$ cat src/rtl/lc3_pkg.sv
// Shared opcode constants, memory-interface encodings and instruction classifiers
// for the LC-3 pipeline controller.
package lc3_pkg;

  localparam logic [3:0] OP_BR  = 4'b0000;
  localparam logic [3:0] OP_ADD = 4'b0001;
  localparam logic [3:0] OP_LD  = 4'b0010;
  localparam logic [3:0] OP_ST  = 4'b0011;
  localparam logic [3:0] OP_AND = 4'b0101;
  localparam logic [3:0] OP_LDR = 4'b0110;
  localparam logic [3:0] OP_STR = 4'b0111;
  localparam logic [3:0] OP_NOT = 4'b1001;
  localparam logic [3:0] OP_LDI = 4'b1010;
  localparam logic [3:0] OP_STI = 4'b1011;
  localparam logic [3:0] OP_JMP = 4'b1100;
  localparam logic [3:0] OP_LEA = 4'b1110;

  typedef enum logic [1:0] {
    MS_IND  = 2'd0,
    MS_RD   = 2'd1,
    MS_WR   = 2'd2,
    MS_IDLE = 2'd3
  } mem_state_e;

  typedef enum logic [1:0] {
    ST_RUN     = 2'd0,
    ST_MEM_IND = 2'd1,
    ST_MEM_ACC = 2'd2
  } fsm_state_e;

  function automatic logic is_mem_op(input logic [15:0] instr);
    case (instr[15:12])
      OP_LD, OP_LDR, OP_LDI, OP_ST, OP_STR, OP_STI: return 1'b1;
      default:                                      return 1'b0;
    endcase
  endfunction

  function automatic logic is_ind_op(input logic [15:0] instr);
    return (instr[15:12] == OP_LDI) || (instr[15:12] == OP_STI);
  endfunction

  function automatic logic is_store(input logic [15:0] instr);
    return (instr[15:12] == OP_ST) || (instr[15:12] == OP_STR) || (instr[15:12] == OP_STI);
  endfunction

  function automatic logic is_ctl_op(input logic [15:0] instr);
    return (instr[15:12] == OP_BR) || (instr[15:12] == OP_JMP);
  endfunction

endpackage

$ cat src/rtl/lc3_pipe_controller_mem_fsm.sv
// Memory-access sequencer: RUN -> (MEM_IND) -> MEM_ACC -> RUN, with an optional
// watchdog that forces a return to RUN when complete_data never arrives.
module lc3_mem_fsm
  import lc3_pkg::*;
#(
  parameter int TIMEOUT = 0
) (
  input  logic       clock,
  input  logic       reset,
  input  logic       start_i,
  input  logic       ind_i,
  input  logic       store_i,
  input  logic       complete_data_i,
  output logic [1:0] mem_state_o,
  output logic       mem_busy_o,
  output logic       mem_wb_pulse_o,
  output logic       mem_fin_o
);

  localparam int TO_W = 16;

  fsm_state_e        state_q, state_d;
  logic [TO_W-1:0]   to_cnt_q, to_cnt_d;
  logic              timeout_hit;

  always_ff @(posedge clock) begin
    if (reset) begin
      state_q  <= ST_RUN;
      to_cnt_q <= '0;
    end else begin
      state_q  <= state_d;
      to_cnt_q <= to_cnt_d;
    end
  end

  // The watchdog spans the whole operation, including the indirect read.
  always_comb begin
    state_d        = state_q;
    to_cnt_d       = '0;
    mem_state_o    = MS_IDLE;
    mem_busy_o     = 1'b0;
    mem_wb_pulse_o = 1'b0;
    mem_fin_o      = 1'b0;
    timeout_hit    = (TIMEOUT > 0) && (to_cnt_q == TO_W'(TIMEOUT - 1));

    case (state_q)
      ST_RUN: begin
        if (start_i) state_d = ind_i ? ST_MEM_IND : ST_MEM_ACC;
      end
      ST_MEM_IND: begin
        mem_busy_o  = 1'b1;
        mem_state_o = MS_IND;
        to_cnt_d    = to_cnt_q + 1'b1;
        if (complete_data_i) begin
          state_d = ST_MEM_ACC;
        end else if (timeout_hit) begin
          state_d   = ST_RUN;
          mem_fin_o = 1'b1;
        end
      end
      ST_MEM_ACC: begin
        mem_busy_o  = 1'b1;
        mem_state_o = store_i ? MS_WR : MS_RD;
        to_cnt_d    = to_cnt_q + 1'b1;
        if (complete_data_i) begin
          state_d        = ST_RUN;
          mem_fin_o      = 1'b1;
          mem_wb_pulse_o = !store_i;
        end else if (timeout_hit) begin
          state_d   = ST_RUN;
          mem_fin_o = 1'b1;
        end
      end
      default: state_d = ST_RUN;
    endcase

    if (reset) begin
      mem_state_o    = MS_IDLE;
      mem_wb_pulse_o = 1'b0;
      mem_fin_o      = 1'b0;
    end
  end

endmodule

$ cat src/rtl/lc3_pipe_controller.sv
// Stall/sequence controller for the 5-stage LC-3 pipe: stage enables, memory-op
// sequencing and branch hold/resolve.
module lc3_pipe_controller
  import lc3_pkg::*;
#(
  parameter int BR_STALL = 3,
  parameter int TIMEOUT  = 0
) (
  input  logic        clock,
  input  logic        reset,
  input  logic [15:0] IR,
  input  logic [15:0] IR_Exec,
  input  logic [2:0]  psr,
  input  logic        complete_instr,
  input  logic        complete_data,
  output logic        enable_fetch,
  output logic        enable_updatePC,
  output logic        enable_decode,
  output logic        enable_execute,
  output logic        enable_writeback,
  output logic [1:0]  mem_state,
  output logic        br_taken
);

  logic [2:0] br_cnt_q, br_cnt_d;
  logic       mem_done_q, mem_done_d;
  logic       ctl_done_q, ctl_done_d;
  logic       mem_entry, mem_busy, mem_wb_pulse, mem_fin;
  logic       br_trig, br_stall;

  assign mem_entry = !reset && !mem_busy && is_mem_op(IR_Exec) && !mem_done_q;

  lc3_mem_fsm #(.TIMEOUT(TIMEOUT)) u_mem_fsm (
    .clock           (clock),
    .reset           (reset),
    .start_i         (mem_entry),
    .ind_i           (is_ind_op(IR_Exec)),
    .store_i         (is_store(IR_Exec)),
    .complete_data_i (complete_data),
    .mem_state_o     (mem_state),
    .mem_busy_o      (mem_busy),
    .mem_wb_pulse_o  (mem_wb_pulse),
    .mem_fin_o       (mem_fin)
  );

  always_ff @(posedge clock) begin
    if (reset) begin
      br_cnt_q   <= '0;
      mem_done_q <= 1'b0;
      ctl_done_q <= 1'b0;
    end else begin
      br_cnt_q   <= br_cnt_d;
      mem_done_q <= mem_done_d;
      ctl_done_q <= ctl_done_d;
    end
  end

  always_comb begin
    enable_fetch     = 1'b0;
    enable_updatePC  = 1'b0;
    enable_decode    = 1'b0;
    enable_execute   = 1'b0;
    enable_writeback = 1'b0;
    br_taken         = 1'b0;
    br_trig          = 1'b0;
    br_stall         = 1'b0;
    br_cnt_d         = br_cnt_q;
    mem_done_d       = mem_done_q;
    ctl_done_d       = ctl_done_q;

    if (reset) begin
      br_cnt_d = '0;
    end else if (mem_busy) begin
      enable_writeback = mem_wb_pulse;
    end else if (!mem_entry) begin
      // The trigger cycle itself freezes Decode so the BR/JMP stays in IR
      // until it resolves BR_STALL cycles later.
      br_trig          = is_ctl_op(IR) && !ctl_done_q && (br_cnt_q == 3'd0);
      br_stall         = br_trig || (br_cnt_q != 3'd0);
      enable_execute   = 1'b1;
      enable_writeback = !(is_store(IR_Exec) || is_ctl_op(IR_Exec));
      if (!br_stall) begin
        enable_fetch    = complete_instr;
        enable_updatePC = complete_instr;
        enable_decode   = complete_instr;
      end
      if (br_trig) begin
        br_cnt_d = 3'(BR_STALL);
      end else if (br_cnt_q != 3'd0) begin
        br_cnt_d = br_cnt_q - 3'd1;
      end
      if (br_cnt_q == 3'd1) begin
        enable_updatePC = 1'b1;
        br_taken        = (IR[15:12] == OP_BR) ? |(IR[11:9] & psr) : 1'b1;
        ctl_done_d      = 1'b1;
      end
    end

    if (enable_decode)  ctl_done_d = 1'b0;
    if (enable_execute) mem_done_d = 1'b0;
    if (mem_fin)        mem_done_d = 1'b1;
  end

endmodule

$ cat config.mk
export PLATFORM = sky130hd
export DESIGN_NAME = lc3_pipe_controller
export DESIGN_NICKNAME = d
export VERILOG_FILES = /design/src/rtl/lc3_pkg.sv /design/src/rtl/lc3_pipe_controller_mem_fsm.sv /design/src/rtl/lc3_pipe_controller.sv
export SDC_FILE = /design/constraint.sdc
export NUM_CORES = 1
export LEC_CHECK = 0
export ABC_AREA = 1
export BUFFER_PORTS_ARGS = -buffer_cell sky130_fd_sc_hd__buf_2
export CAP_MARGIN = 10
export CORE_MARGIN = 2
export CORE_UTILIZATION = 36
export DETAILED_ROUTE_END_ITERATION = 8
export GPL_TIMING_DRIVEN = 0
export PLACE_DENSITY = 0.79
export SETUP_SLACK_MARGIN = 0.02
export SLEW_MARGIN = 10
export SYNTH_ARGS = -nofsm -noshare
export SYNTH_HDL_FRONTEND = slang
export SYNTH_SLANG_ARGS = --single-unit
$ cat constraint.sdc
create_clock -name clock -period 1.5 [get_ports clock]
set_input_delay 0.15 -clock clock [delete_from_list [all_inputs] [get_ports clock]]
set_output_delay 0.15 -clock clock [all_outputs]
set_load 0.03 [all_outputs]
==> impl_results.html <==
<table>
<tr><th>Metric</th><th>Value</th></tr>
<tr><th colspan="2">Status</th></tr>
<tr><td>Status</td><td>finished, violations left</td></tr>
<tr><td>Failing checks</td><td>setup timing</td></tr>
<tr><th colspan="2">Placement</th></tr>
<tr><td>Final estimated routing congestion in global placement</td><td>0.726</td></tr>
<tr><td>HPWL after detailed placement</td><td>1190 µm</td></tr>
<tr><td>Port-buffer cells</td><td>24</td></tr>
<tr><th colspan="2">Global route</th></tr>
<tr><td>Number of global-route vias before repair</td><td>648</td></tr>
<tr><td>Total GRT Usage</td><td>0.156</td></tr>
<tr><td>Largest net degree at the start of global routing</td><td>9</td></tr>
<tr><td>First-pass GRT wire length</td><td>2440 µm</td></tr>
<tr><td>Total global routing overflow</td><td>0</td></tr>
<tr><td>Number of antenna violations at the first check in global routing</td><td>0</td></tr>
<tr><th colspan="2">Finish</th></tr>
<tr><td>Ant. Diodes</td><td>0</td></tr>
<tr><td>Layout Utilization</td><td>0.621</td></tr>
<tr><td>Most frequent standard cell in the layout excluding fill and tap cells</td><td>sky130_fd_sc_hd__nand2_1</td></tr>
<tr><td>Nets</td><td>194</td></tr>
<tr><td>Area growth from synthesis to layout</td><td>61.3%</td></tr>
<tr><td>Final-layout fill cell count</td><td>161</td></tr>
<tr><td>Commonest cells after routing, fill and taps aside</td><td>sky130_fd_sc_hd__nand2_1 (27), sky130_fd_sc_hd__inv_1 (17), sky130_fd_sc_hd__buf_2 (17)</td></tr>
<tr><td>Share of cells above drive strength 1</td><td>0.473</td></tr>
<tr><th colspan="2">STA</th></tr>
<tr><td>Max Slew Vio Count</td><td>0</td></tr>
<tr><td>Unrepaired setup endpoints after global routing</td><td>yes</td></tr>
<tr><td>Highest Clock Rate</td><td>569 MHz</td></tr>
<tr><td>Max-slew headroom</td><td>0.786</td></tr>
<tr><td>Final Hold Viols</td><td>0</td></tr>
<tr><td>Final Cycle Share</td><td>1.17</td></tr>
<tr><td>Minimum clock period after layout</td><td>1760 ps</td></tr>
<tr><td>Final setup violation count</td><td>10</td></tr>
<tr><td>Final Skew</td><td>1.76 ps</td></tr>
<tr><td>Slew of the pin with the lowest slew margin</td><td>318 ps</td></tr>
<tr><td>Hold Worst Slack</td><td>120 ps</td></tr>
<tr><td>Worst Slack Setup Final</td><td>-257 ps</td></tr>
<tr><td>TNS Setup</td><td>-1370 ps</td></tr>
<tr><th colspan="2">Worst setup path</th></tr>
<tr><td>Arrival time of the worst setup path</td><td>1610 ps</td></tr>
<tr><td>List of cells traversed by the critical path</td><td>inv_2 -&gt; ha_4 -&gt; nor2_2 -&gt; nand3_2 -&gt; nand2_4 -&gt; inv_4 -&gt; nand4_4 -&gt; nor2_4 -&gt; buf_6 -&gt; buf_6</td></tr>
<tr><td>Worst path max stage delay</td><td>330 ps</td></tr>
<tr><td>Count of buffering cells on the critical path with inverters included</td><td>4</td></tr>
<tr><td>Most numerous cell on the critical path</td><td>sky130_fd_sc_hd__buf_6</td></tr>
<tr><td>Library cell contributing the largest single delay on the critical path</td><td>sky130_fd_sc_hd__dfxtp_2</td></tr>
<tr><td>CP max FO</td><td>4</td></tr>
<tr><td>Top cell family by delay on the critical path</td><td>simple AND/OR/NAND/NOR gates</td></tr>
<tr><td>Crit path capture type</td><td>output pin</td></tr>
<tr><td>Data required time at the worst endpoint</td><td>1350 ps</td></tr>
<tr><td>Worst Path Class, Setup</td><td>register to output pin</td></tr>
<tr><td>Startpoint Class</td><td>register</td></tr>
<tr><th colspan="2">Yosys</th></tr>
<tr><td>Netlist area before placement</td><td>672 µm²</td></tr>
<tr><td>Synth top area cells</td><td>sky130_fd_sc_hd__dfxtp_1 (21%), sky130_fd_sc_hd__nand2_1 (16%), sky130_fd_sc_hd__ha_1 (11%), sky130_fd_sc_hd__inv_1 (11%), sky130_fd_sc_hd__nor2_1 (7.8%)</td></tr>
<tr><td>Synth warn</td><td>0</td></tr>
<tr><td>Synthesized instance count</td><td>109</td></tr>
<tr><td>Cell type contributing the most total cell area after synthesis</td><td>sky130_fd_sc_hd__dfxtp_1</td></tr>
<tr><td>Count of different cell masters after synthesis</td><td>23</td></tr>
<tr><td>Average footprint of a synthesized cell</td><td>6.16 µm²</td></tr>
<tr><td>Sequential-to-total area share from yosys stat</td><td>0.209</td></tr>
<tr><td>Seq cells post-synth</td><td>7</td></tr>
<tr><td>Post-synthesis net count</td><td>154</td></tr>
<tr><td>Share of the synthesized area in the top cell type</td><td>0.209</td></tr>
<tr><th colspan="2">Drt</th></tr>
<tr><td>Total wirelength of the detailed-routed design</td><td>1730 µm</td></tr>
<tr><td>Vias</td><td>761</td></tr>
<tr><td>Average wire per cell in the routed design</td><td>9.99 µm</td></tr>
<tr><td>Number of routed nets with antenna violations</td><td>0</td></tr>
<tr><td>Number of detailed-route iterations in the first pass</td><td>4</td></tr>
<tr><td>Mean number of vias per cell</td><td>4.40</td></tr>
<tr><td>Remaining design rule violation count</td><td>0</td></tr>
<tr><td>Iteration-0 DRC count of the detailed router</td><td>4</td></tr>
<tr><th colspan="2">Die</th></tr>
<tr><td>Die Area</td><td>2230 µm²</td></tr>
<tr><td>Core Footprint</td><td>1750 µm²</td></tr>
<tr><td>Site Rows</td><td>15</td></tr>
<tr><td>Initial Util</td><td>0.385</td></tr>
<tr><td>Width of the die</td><td>47.2 µm</td></tr>
<tr><td>Ports placed on the boundary</td><td>47</td></tr>
<tr><td>Die height</td><td>47.2 µm</td></tr>
<tr><th colspan="2">Power and ir drop</th></tr>
<tr><td>Power density normalized to cell area</td><td>1990 nW/µm²</td></tr>
<tr><td>Leak</td><td>0.551 nW</td></tr>
<tr><td>Peak supply drop</td><td>1.04 mV</td></tr>
<tr><th colspan="2">Clock tree</th></tr>
<tr><td>Number of clock sinks</td><td>7</td></tr>
<tr><td>Number of CTS-inserted buffers</td><td>3</td></tr>
<tr><td>Maximum number of buffers from clock root to sink</td><td>2</td></tr>
<tr><td>Worst-skew pair later-pin latency</td><td>250 ps</td></tr>
<tr><td>TritonCTS clock tree</td><td>done</td></tr>
<tr><td>Clock-pin slew on the worst setup and hold paths</td><td>50 ps</td></tr>
<tr><td>Root Buffer</td><td>sky130_fd_sc_hd__clkbuf_4</td></tr>
<tr><td>CTS HTree Levels</td><td>1</td></tr>
<tr><th colspan="2">Hold path</th></tr>
<tr><td>Worst min-delay path class</td><td>input pin to register</td></tr>
<tr><th colspan="2">Job</th></tr>
<tr><td>Maximum Capacitance Violations</td><td>0</td></tr>
</table>
## timing repair
| action | 4_1_cts | 5_1_grt |
|---|---|---|
| setup buffers | 8 | 4 |
| gates resized for setup | 14 | 11 |
| pin swaps | 4 | 6 |
| hold endpoints to repair | 0 | 0 |
| setup endpoints to repair | 8 | 13 |
| hold buffers | 0 | 0 |
## power by group
group	total [mW]	switching, mW	leakage (nW)	internal (mW)
Combinational	1.68	0.936	0.477	0.741
Sequential	0.314	0.0513	0.0583	0.263
Clock	0.171	0.0694	0.0150	0.101
Total	2.16	1.06	0.551	1.11
## layer usage
metal | GRT usage | vias up | share of wire
met5 | 0 | - | 0
met4 | 0.0333 | 0 | 0
met3 | 0.0808 | 0 | 0.029
met2 | 0.277 | 12 | 0.57
met1 | 0.165 | 339 | 0.40
li1 | - | 410 | -
## final cells by class
cell class | count | area [µm²] | share of cell area
Buffer | 2 | 22.5 | 0.0208
Clock buffer | 4 | 26.3 | 0.0242
Inverter | 22 | 85.1 | 0.0785
Multi-Input combinational cell | 78 | 533 | 0.492
Sequential cell | 7 | 143 | 0.132
Tap cell | 25 | 31.3 | 0.0289
Timing Repair Buffer | 35 | 243 | 0.224
## cells by family after synthesis
logic type,count (synthesis),share of synthesized area
AO/OA/AOI/OAI,14,0.115
AND/OR/NAND/NOR,57,0.397
XOR/XNOR,1,0.0130
adder cells (fa/ha/maj),6,0.112
buffers and inverters,24,0.155
flip-flops,7,0.209
## worst paths after layout
path,startpoint,to,slack (ps),cells after the start
hold reg to reg,br_cnt_q[1],br_cnt_q[1],490,2
setup / recovery,u_mem_fsm.state_q[0],enable_fetch,-260,10
hold / removal,reset,br_cnt_q[2],120,2
setup reg to reg,u_mem_fsm.state_q[0],u_mem_fsm.state_q[0],-90,10
## Yosys cell counts
library cell	number
sky130_fd_sc_hd__xor2_1	1
sky130_fd_sc_hd__nand3_1	4
sky130_fd_sc_hd__nor2_4	1
sky130_fd_sc_hd__nor2_2	2
sky130_fd_sc_hd__nor2_1	14
sky130_fd_sc_hd__nor3_1	2
sky130_fd_sc_hd__inv_1	19
sky130_fd_sc_hd__nand4_2	1
sky130_fd_sc_hd__inv_2	1
sky130_fd_sc_hd__ha_1	6
sky130_fd_sc_hd__o21ai_1	4
sky130_fd_sc_hd__buf_4	1
sky130_fd_sc_hd__buf_6	1
sky130_fd_sc_hd__inv_4	1
sky130_fd_sc_hd__nand2_1	29
sky130_fd_sc_hd__nand2_2	1
sky130_fd_sc_hd__a21oi_1	5
sky130_fd_sc_hd__nand3_2	1
sky130_fd_sc_hd__clkinv_1	1
sky130_fd_sc_hd__nand2_4	2
sky130_fd_sc_hd__a21oi_2	2
sky130_fd_sc_hd__o21ai_0	3
sky130_fd_sc_hd__dfxtp_1	7
## flip-flops by register name (all words and copies together), names as in the netlist
register           cells
ctl_done_q             1
br_cnt_q               3
u_mem_fsm.state_q      2
mem_done_q             1
## stage by stage
step,area [µm²],cells,total power [mW],worst slack (ps)
2_1_floorplan,729,109,1.31,-84.0
3_3_place_gp,881,158,1.52,-139
3_5_place_dp,881,158,1.54,-176
4_1_cts,1010,170,1.97,-271
5_1_grt,1080,173,2.35,-359
6_report,1080,173,2.16,-257
## worst reg2reg max path, cell delays in order (launching register included)
cell                      delay, ps
sky130_fd_sc_hd__dfxtp_2        330
sky130_fd_sc_hd__inv_2           50
sky130_fd_sc_hd__ha_4           250
sky130_fd_sc_hd__nor2_2          90
sky130_fd_sc_hd__nand3_2        100
sky130_fd_sc_hd__buf_4          140
sky130_fd_sc_hd__buf_4          120
sky130_fd_sc_hd__nand2_1         60
sky130_fd_sc_hd__nand2_2         90
sky130_fd_sc_hd__o21ai_2        180
sky130_fd_sc_hd__a21oi_1         60
Note: power is estimated with default switching activity, not from simulation.
